File: config.mk
export PLATFORM = sky130hd
export DESIGN_NAME = hreg_access_ctrl
export DESIGN_NICKNAME = d
export VERILOG_FILES = /design/src/rtl/hreg_access_ctrl.sv
export SDC_FILE = /design/constraint.sdc
export NUM_CORES = 1
export LEC_CHECK = 0
export CELL_PAD_IN_SITES_DETAIL_PLACEMENT = 1
export CELL_PAD_IN_SITES_GLOBAL_PLACEMENT = 2
export CORE_ASPECT_RATIO = 2
export CORE_UTILIZATION = 22
export DETAILED_ROUTE_END_ITERATION = 6
export PLACE_DENSITY = 0.79
export SLEW_MARGIN = 5
export SYNTH_ARGS = -nofsm -noshare
export SYNTH_HDL_FRONTEND = slang
export SYNTH_SLANG_ARGS = --single-unit
export TNS_END_PERCENT = 10
File: constraint.sdc
create_clock -name clk -period 2.02 [get_ports clk]
set_clock_uncertainty 0.05 [all_clocks]
set_input_delay 0.202 -clock clk [delete_from_list [all_inputs] [get_ports clk]]
set_output_delay 0.202 -clock clk [all_outputs]
set_load 0.02 [all_outputs]
File: src/rtl/hreg_access_ctrl.sv
// Sequencer/arbiter sharing one Hamming-protected shift register between write, transmit and read.
// Optional even-parity bit after each transmit frame: define HREG_TX_PARITY_EN.
module hreg_access_ctrl #(
    parameter int unsigned width = 8
) (
    input  logic             clk,
    input  logic             rst,
    input  logic             wr_valid,
    input  logic [width-1:0] wr_data,
    output logic             wr_ready,
    input  logic             tx_valid,
    input  logic [width-1:0] tx_data,
    output logic             tx_ready,
    output logic             tx_bit,
    output logic             tx_bit_valid,
    output logic             tx_done,
    input  logic             rd_req,
    output logic             rd_gnt,
    output logic [width-1:0] rd_data,
    output logic             rd_valid,
    output logic             busy,
    output logic             reg_enable,
    output logic             reg_load,
    output logic [1:0]       reg_mode,
    output logic [width-1:0] reg_parallel_in,
    output logic             reg_serial_in,
    input  logic [width-1:0] reg_parallel_out,
    input  logic             reg_serial_out
);

    localparam int unsigned CntW = $clog2(width + 1);
    localparam logic [CntW-1:0] CntLast = CntW'(width - 1);

    typedef enum logic [2:0] {
        StIdle,
        StWrite,
        StRead,
        StTxLoad,
        StTxShift,
        StTxPar
    } state_t;

    state_t           state_q, state_d;
    logic [CntW-1:0]  cnt_q, cnt_d;
    logic             rr_q, rr_d;
    logic [width-1:0] hold_q, hold_d;
    logic [width-1:0] rd_data_q, rd_data_d;
    logic             rd_valid_q, rd_valid_d;

    always_ff @(posedge clk or negedge rst) begin
        if (!rst) begin
            state_q    <= StIdle;
            cnt_q      <= '0;
            rr_q       <= 1'b0;
            hold_q     <= '0;
            rd_data_q  <= '0;
            rd_valid_q <= 1'b0;
        end else begin
            state_q    <= state_d;
            cnt_q      <= cnt_d;
            rr_q       <= rr_d;
            hold_q     <= hold_d;
            rd_data_q  <= rd_data_d;
            rd_valid_q <= rd_valid_d;
        end
    end

    always_comb begin
        state_d         = state_q;
        cnt_d           = cnt_q;
        rr_d            = rr_q;
        hold_d          = hold_q;
        rd_data_d       = rd_data_q;
        rd_valid_d      = 1'b0;
        wr_ready        = 1'b0;
        tx_ready        = 1'b0;
        rd_gnt          = 1'b0;
        tx_bit          = 1'b0;
        tx_bit_valid    = 1'b0;
        tx_done         = 1'b0;
        reg_enable      = 1'b0;
        reg_load        = 1'b0;
        reg_mode        = 2'b11;
        reg_parallel_in = '0;

        unique case (state_q)
            StIdle: begin
                // Grants are suppressed while reset is held so requests then are ignored.
                if (rst) begin
                    if (rd_req) begin
                        rd_gnt  = 1'b1;
                        state_d = StRead;
                    end else if (wr_valid && (!tx_valid || !rr_q)) begin
                        wr_ready = 1'b1;
                        hold_d   = wr_data;
                        rr_d     = 1'b1;
                        state_d  = StWrite;
                    end else if (tx_valid) begin
                        tx_ready = 1'b1;
                        hold_d   = tx_data;
                        rr_d     = 1'b0;
                        state_d  = StTxLoad;
                    end
                end
            end
            StWrite: begin
                reg_enable      = 1'b1;
                reg_load        = 1'b1;
                reg_mode        = 2'b11;
                reg_parallel_in = hold_q;
                state_d         = StIdle;
            end
            StRead: begin
                rd_data_d  = reg_parallel_out;
                rd_valid_d = 1'b1;
                state_d    = StIdle;
            end
            StTxLoad: begin
                reg_enable      = 1'b1;
                reg_load        = 1'b1;
                reg_mode        = 2'b10;
                reg_parallel_in = hold_q;
                cnt_d           = '0;
                state_d         = StTxShift;
            end
            StTxShift: begin
                reg_enable   = 1'b1;
                reg_mode     = 2'b10;
                tx_bit       = reg_serial_out;
                tx_bit_valid = 1'b1;
                cnt_d        = cnt_q + CntW'(1);
                if (cnt_q == CntLast) begin
`ifdef HREG_TX_PARITY_EN
                    state_d = StTxPar;
`else
                    tx_done = 1'b1;
                    state_d = StIdle;
`endif
                end
            end
`ifdef HREG_TX_PARITY_EN
            StTxPar: begin
                // Register released here so its correction path resumes during the parity bit.
                reg_mode     = 2'b10;
                tx_bit       = ^hold_q;
                tx_bit_valid = 1'b1;
                tx_done      = 1'b1;
                state_d      = StIdle;
            end
`endif
            default: begin
                state_d = StIdle;
            end
        endcase
    end

    assign rd_data       = rd_data_q;
    assign rd_valid      = rd_valid_q;
    assign busy          = (state_q != StIdle);
    assign reg_serial_in = 1'b0;

endmodule

Yosys cells after proc, flatten, opt, wreduce, memory -nomap -nowiden --
Cells that the tools add are included.
Storage, ports and cells: memory bits (read-only) 0, memory bits (writable) 0, bits in latches 0, memories 0, output and inout port bits 29, register bits after elaboration 25
Cells by class: equality and inequality tests 8, div/mod/pow operators 0, muxes and demuxes 32, bitwise gates (word level) 1, shift operators 0, multiply operators 0, reduce and logical (&&, ||, !) cells 13, add/sub/neg operators 1, $lt $le $gt $ge 0
Operators with widths (count):
- $mux W8 | 3
- $mux W1 | 22
- $mux W3 | 5
- $pmux W3 S3 | 1
- $pmux W4 S2 | 1
- $eq A3 B2 Y1 const B | 2
- $add A4 B1 Y4 const B | 1
- $eq A4 B3 Y1 const B | 1
- $ne A2 B2 Y1 const B | 2
- $ne A4 B4 Y1 const B | 1
- $reduce_and A4 Y1 | 1
- $reduce_bool A2 Y1 | 2
- $reduce_or A2 Y1 | 2
- $eq A3 B1 Y1 const B | 1
- $eq A3 B3 Y1 const B | 1
- $logic_not A3 Y1 | 1
- $reduce_and A3 Y1 | 1
- $reduce_bool A3 Y1 | 1
- $reduce_or A3 Y1 | 1
- $logic_not A1 Y1 | 2
- $logic_and A1 B1 Y1 | 1
- $logic_or A1 B1 Y1 | 1
- $not A1 Y1 | 1

Logic depth before layout (Yosys ltp) --
depth after elaboration 7, mapped depth 5, gate-level depth less buffers 4

Least setup slack after synthesis --
OpenSTA, ideal clock, no wires.
path kind reg-to-reg, from reg state_q[0], to reg cnt_q[3], period minus slack after synthesis 1.933 ns, data arrival time 1.762 ns, setup time 0.121 ns, setup slack 0.087 ns, required time 1.849 ns, stages on the path, launching flop included 6, cell sequence dfrtp_1 > or3b_2 > clkbuf_1 > clkinv_1 > mux2_2 > a22o_1
On the way: longest elaborated chain between the ends 2, elaborated cells between the ends (all ways) 4
RTL lines:
- from (decl) | RTL line 43 | state_t state_q, state_d;
- from (signal assigned) | RTL line 52 | state_q <= StIdle;
- from (signal assigned) | RTL line 59 | state_q <= state_d;
- $eq A3 B3 Y1 or $eq A3 B2 Y1 (tied branches) | RTL line 86 | unique case (state_q)
- $pmux W4 S2 or $reduce_bool A2 Y1 (tied branches)
- to (signal assigned) | RTL line 60 | cnt_q <= cnt_d;
- to (decl) | RTL line 44 | logic [CntW-1:0] cnt_q, cnt_d;
Parallel ways exist; a longest one is shown, timed or not. A chain may end at the register's enable or synchronous reset.

Worst setup path after layout --
from reg state_q[1], to reg hold_q[4]
On the way: longest elaborated chain between the ends 2
RTL lines:
- $logic_not A3 Y1 | RTL line 86
- $reduce_and A4 Y1 (no source line)
- to (signal assigned) | RTL line 62 | hold_q <= hold_d;
- to (decl) | RTL line 46 | logic [width-1:0] hold_q, hold_d;
Every way passes these cells.

==> summary.txt <==
Logic synthesis
  • Cell taking the most area after synthesis: dfrtp_1
  • Yosys cell types: 31
  • Mapped Cells: 106
  • Top cells by area, synth: dfrtp_1 (50%), mux2_2 (22%), and2_1 (4.5%)
  • Synth Cell Area: around 1300 sq um
  • Register bit total from synthesis: 25
  • Syn avg cell area: roughly 12 sq um
  • Post-synth top area share: 0.4980
  • Syn nets: 137
  • Yosys warnings: 0
  • Post-synthesis sequential area ratio: 0.4980

Pwr
  • VDD IR max: ~0.70 mV
  • P_leak: 0.9371 nW
  • PwrDens: 1011 nW/um^2

Timing
  • Fin. Hold Viols: 0
  • RSZ-0062 raised after global routing: yes
  • Max frequency: 0.4961 GHz
  • Setup Viol. Count Final: 0
  • Min Tclk post-route: 2.016 ns
  • Tcrit/Tclk final: 0.9979
  • PnR worst setup slack: 0.004256 ns
  • Fin. max-slew vios: 0

Clocking
  • H-tree Lvls: 1
  • Total setup buffers inserted after CTS: 0
  • Clock sink total: 25
  • CTS Hold Bufs: 0
  • CTS tree: built
  • Num CTS Buffers: 3
  • Clock slew at reported path FFs: approximately 0.090 ns
  • Worst-skew pair later-pin latency: 0.26 ns
  • CTS Buffer Depth: 2
  • Root buffer cell: clkbuf_8

Global route
  • Vias in the first global route: 1,260
  • Met3 GRT Util: 0.01305
  • Initial antenna violation count: 0
  • Largest net degree at the start of global routing: 26
  • GRT met1 Usage: 0.1137
  • GRT met2 Usage: 0.2694
  • First-pass GRT wire length: 5.871 mm
  • Gr ovfl total: 0
  • Gr usage total: 0.1230
  • GR peak layer: met2

Drt
  • 1st-iter DRT viols: 8
  • Routed len/inst: 15.45 microns
  • Via density per instance: 4.475
  • 1st-pass router iterations: 3
  • Number of nets still failing antenna checks after routing: 0
  • Vias: 1,056
  • DRC viols: 0
  • Detailed Route WL: about 3.6 mm

Floorplanning
  • Die Width: around 55 microns
  • Die Ht: 108.9 microns
  • Row count: 38
  • Ports: 59
  • Area of the die: ~6000 sq um
  • Core Region: ~5500 sq um
  • Initial Util: 0.2297

Setup path
  • Worst path arrival time: approximately 2.1 ns
  • Setup crit end kind: flip-flop
  • Worst path required time: roughly 2.1 ns
  • Critical setup path kind: reg -> reg
  • Crit path max fanout: 9
  • Startpoint type of the worst setup path: flip-flop

Layout
  • Fraction of layout cells with a size suffix above 1: 0.3295
  • P&R area growth vs syn: 62.85%
  • Util after Layout: 0.3741
  • # fillers: 597
  • Most common cell after layout, fill and taps aside: clkdlybuf4s50_1
  • Ant. Diodes: 0
  • Fin nets: 208
  • Most frequent cells in the layout: clkdlybuf4s50_1 (38), dfrtp_1 (25), mux2_2 (18), buf_4 (15), and2_1 (9)
  • Design area: 2046 sq um

Placed design
  • Port bufs: 56
  • Area after DPL: 1993 sq um
  • Pre-CTS setup slack: -0.2433 ns
  • GP Congestion: 0.7194
  • Hpwl dp: 3.036 mm

Flow run
  • Max_cap viols: 0

Hold path
  • HP Class: in -> async

Status
  • Status: finished clean
==> metal layers <==
metal  part of all wire  vias to the layer above
met5                  0                        -
met4              0.012                        0
met3              0.026                        4
met2               0.63                       30
met1               0.33                      522
li1                   -                      500
==> metrics by stage <==
stage	std cells	hold WS (ns)	TNS, ns	total power (W)
CTS	236	0.3863	-0.4265	0.002051
floorplan	106	-0.1436	0	0.001294
detailed placement	232	0.4431	-2.160	0.001773
finish	236	0.3791	0	0.002069
global route	236	0.4043	-0.05443	0.002202
global placement	232	0.4325	-1.639	0.001718
==> worst paths after layout <==
path	start	endpoint	slack (ns)	cells after the start
max	state_q[1]	hold_q[4]	0.004	5
min	rst	rr_q	0.38	3
max reg2reg	state_q[1]	hold_q[4]	0.004	5
min reg2reg	rr_q	rr_q	0.46	1
max in group asynchronous	rst	rd_data[2]	1.29	3
min in group clk	rr_q	rr_q	0.46	1
==> cell usage after synthesis <==
| library cell | number |
|---|---|
| a21boi_0 | 1 |
| a21oi_1 | 1 |
| a22o_1 | 2 |
| and2_1 | 9 |
| and2b_2 | 1 |
| and3_1 | 1 |
| buf_2 | 1 |
| buf_4 | 3 |
| clkbuf_1 | 3 |
| clkinv_1 | 1 |
| conb_1 | 2 |
| dfrtp_1 | 25 |
| ha_1 | 1 |
| inv_1 | 2 |
| mux2_2 | 25 |
| mux2i_1 | 2 |
| nand2_1 | 3 |
| nand2b_1 | 1 |
| nand3_1 | 3 |
| nand3b_1 | 1 |
| nor2_1 | 4 |
| nor3_1 | 2 |
| nor3_4 | 1 |
| nor3b_1 | 1 |
| nor4b_1 | 1 |
| o21a_1 | 1 |
| o21ai_0 | 4 |
| or2_2 | 1 |
| or3_2 | 1 |
| or3b_2 | 1 |
| or4b_1 | 1 |
==> critical path: stages (launching register included) <==
cell and delay [ns]:
dfrtp_1 0.42, or4b_4 0.57, buf_6 0.15, nor3_4 0.20, buf_12 0.17, mux2_2 0.34
==> area by class of cell <==
| cell class | instances | area, sq um | share of cell area |
|---|---|---|---|
| Sequential cell | 25 | 625.6 | 0.3058 |
| Inverter | 3 | 11.26 | 0.005505 |
| Timing Repair Buffer | 73 | 671.9 | 0.3284 |
| Clock buffer | 4 | 45.04 | 0.02202 |
| Multi-Input combinational cell | 71 | 616.8 | 0.3015 |
| Tap cell | 60 | 75.07 | 0.03670 |
==> state kept, by name (all words and copies together), names as in the netlist <==
register and cells:
cnt_q 4, hold_q 8, rd_data 8, rd_valid 1
rr_q 1, state_q 3
==> power breakdown <==
part | internal (W) | switching (W) | leakage, nW
Clock | 0.000141 | 0.000156 | 0.0228
Sequential | 0.000704 | 0.000120 | 0.306
Combinational | 0.000540 | 0.000407 | 0.608
==> cells by family (layout without fill, tap and decap cells) <==
kind of cell	Yosys count	after routing	share of synthesized area
compound gates	9	9	0.04582
fa+ha+maj	1	1	0.009959
buf+inv	10	80	0.03983
flops	25	25	0.4980
mux	27	27	0.2400
other cells	2	2	0.005978
simple gates	32	32	0.1604
==> timing repair <==
action	in CTS	in global routing
resized for setup	22	29
pin swaps	0	1
endpoints found under the setup margin	26	16
Power figures use the tool's default switching activity.
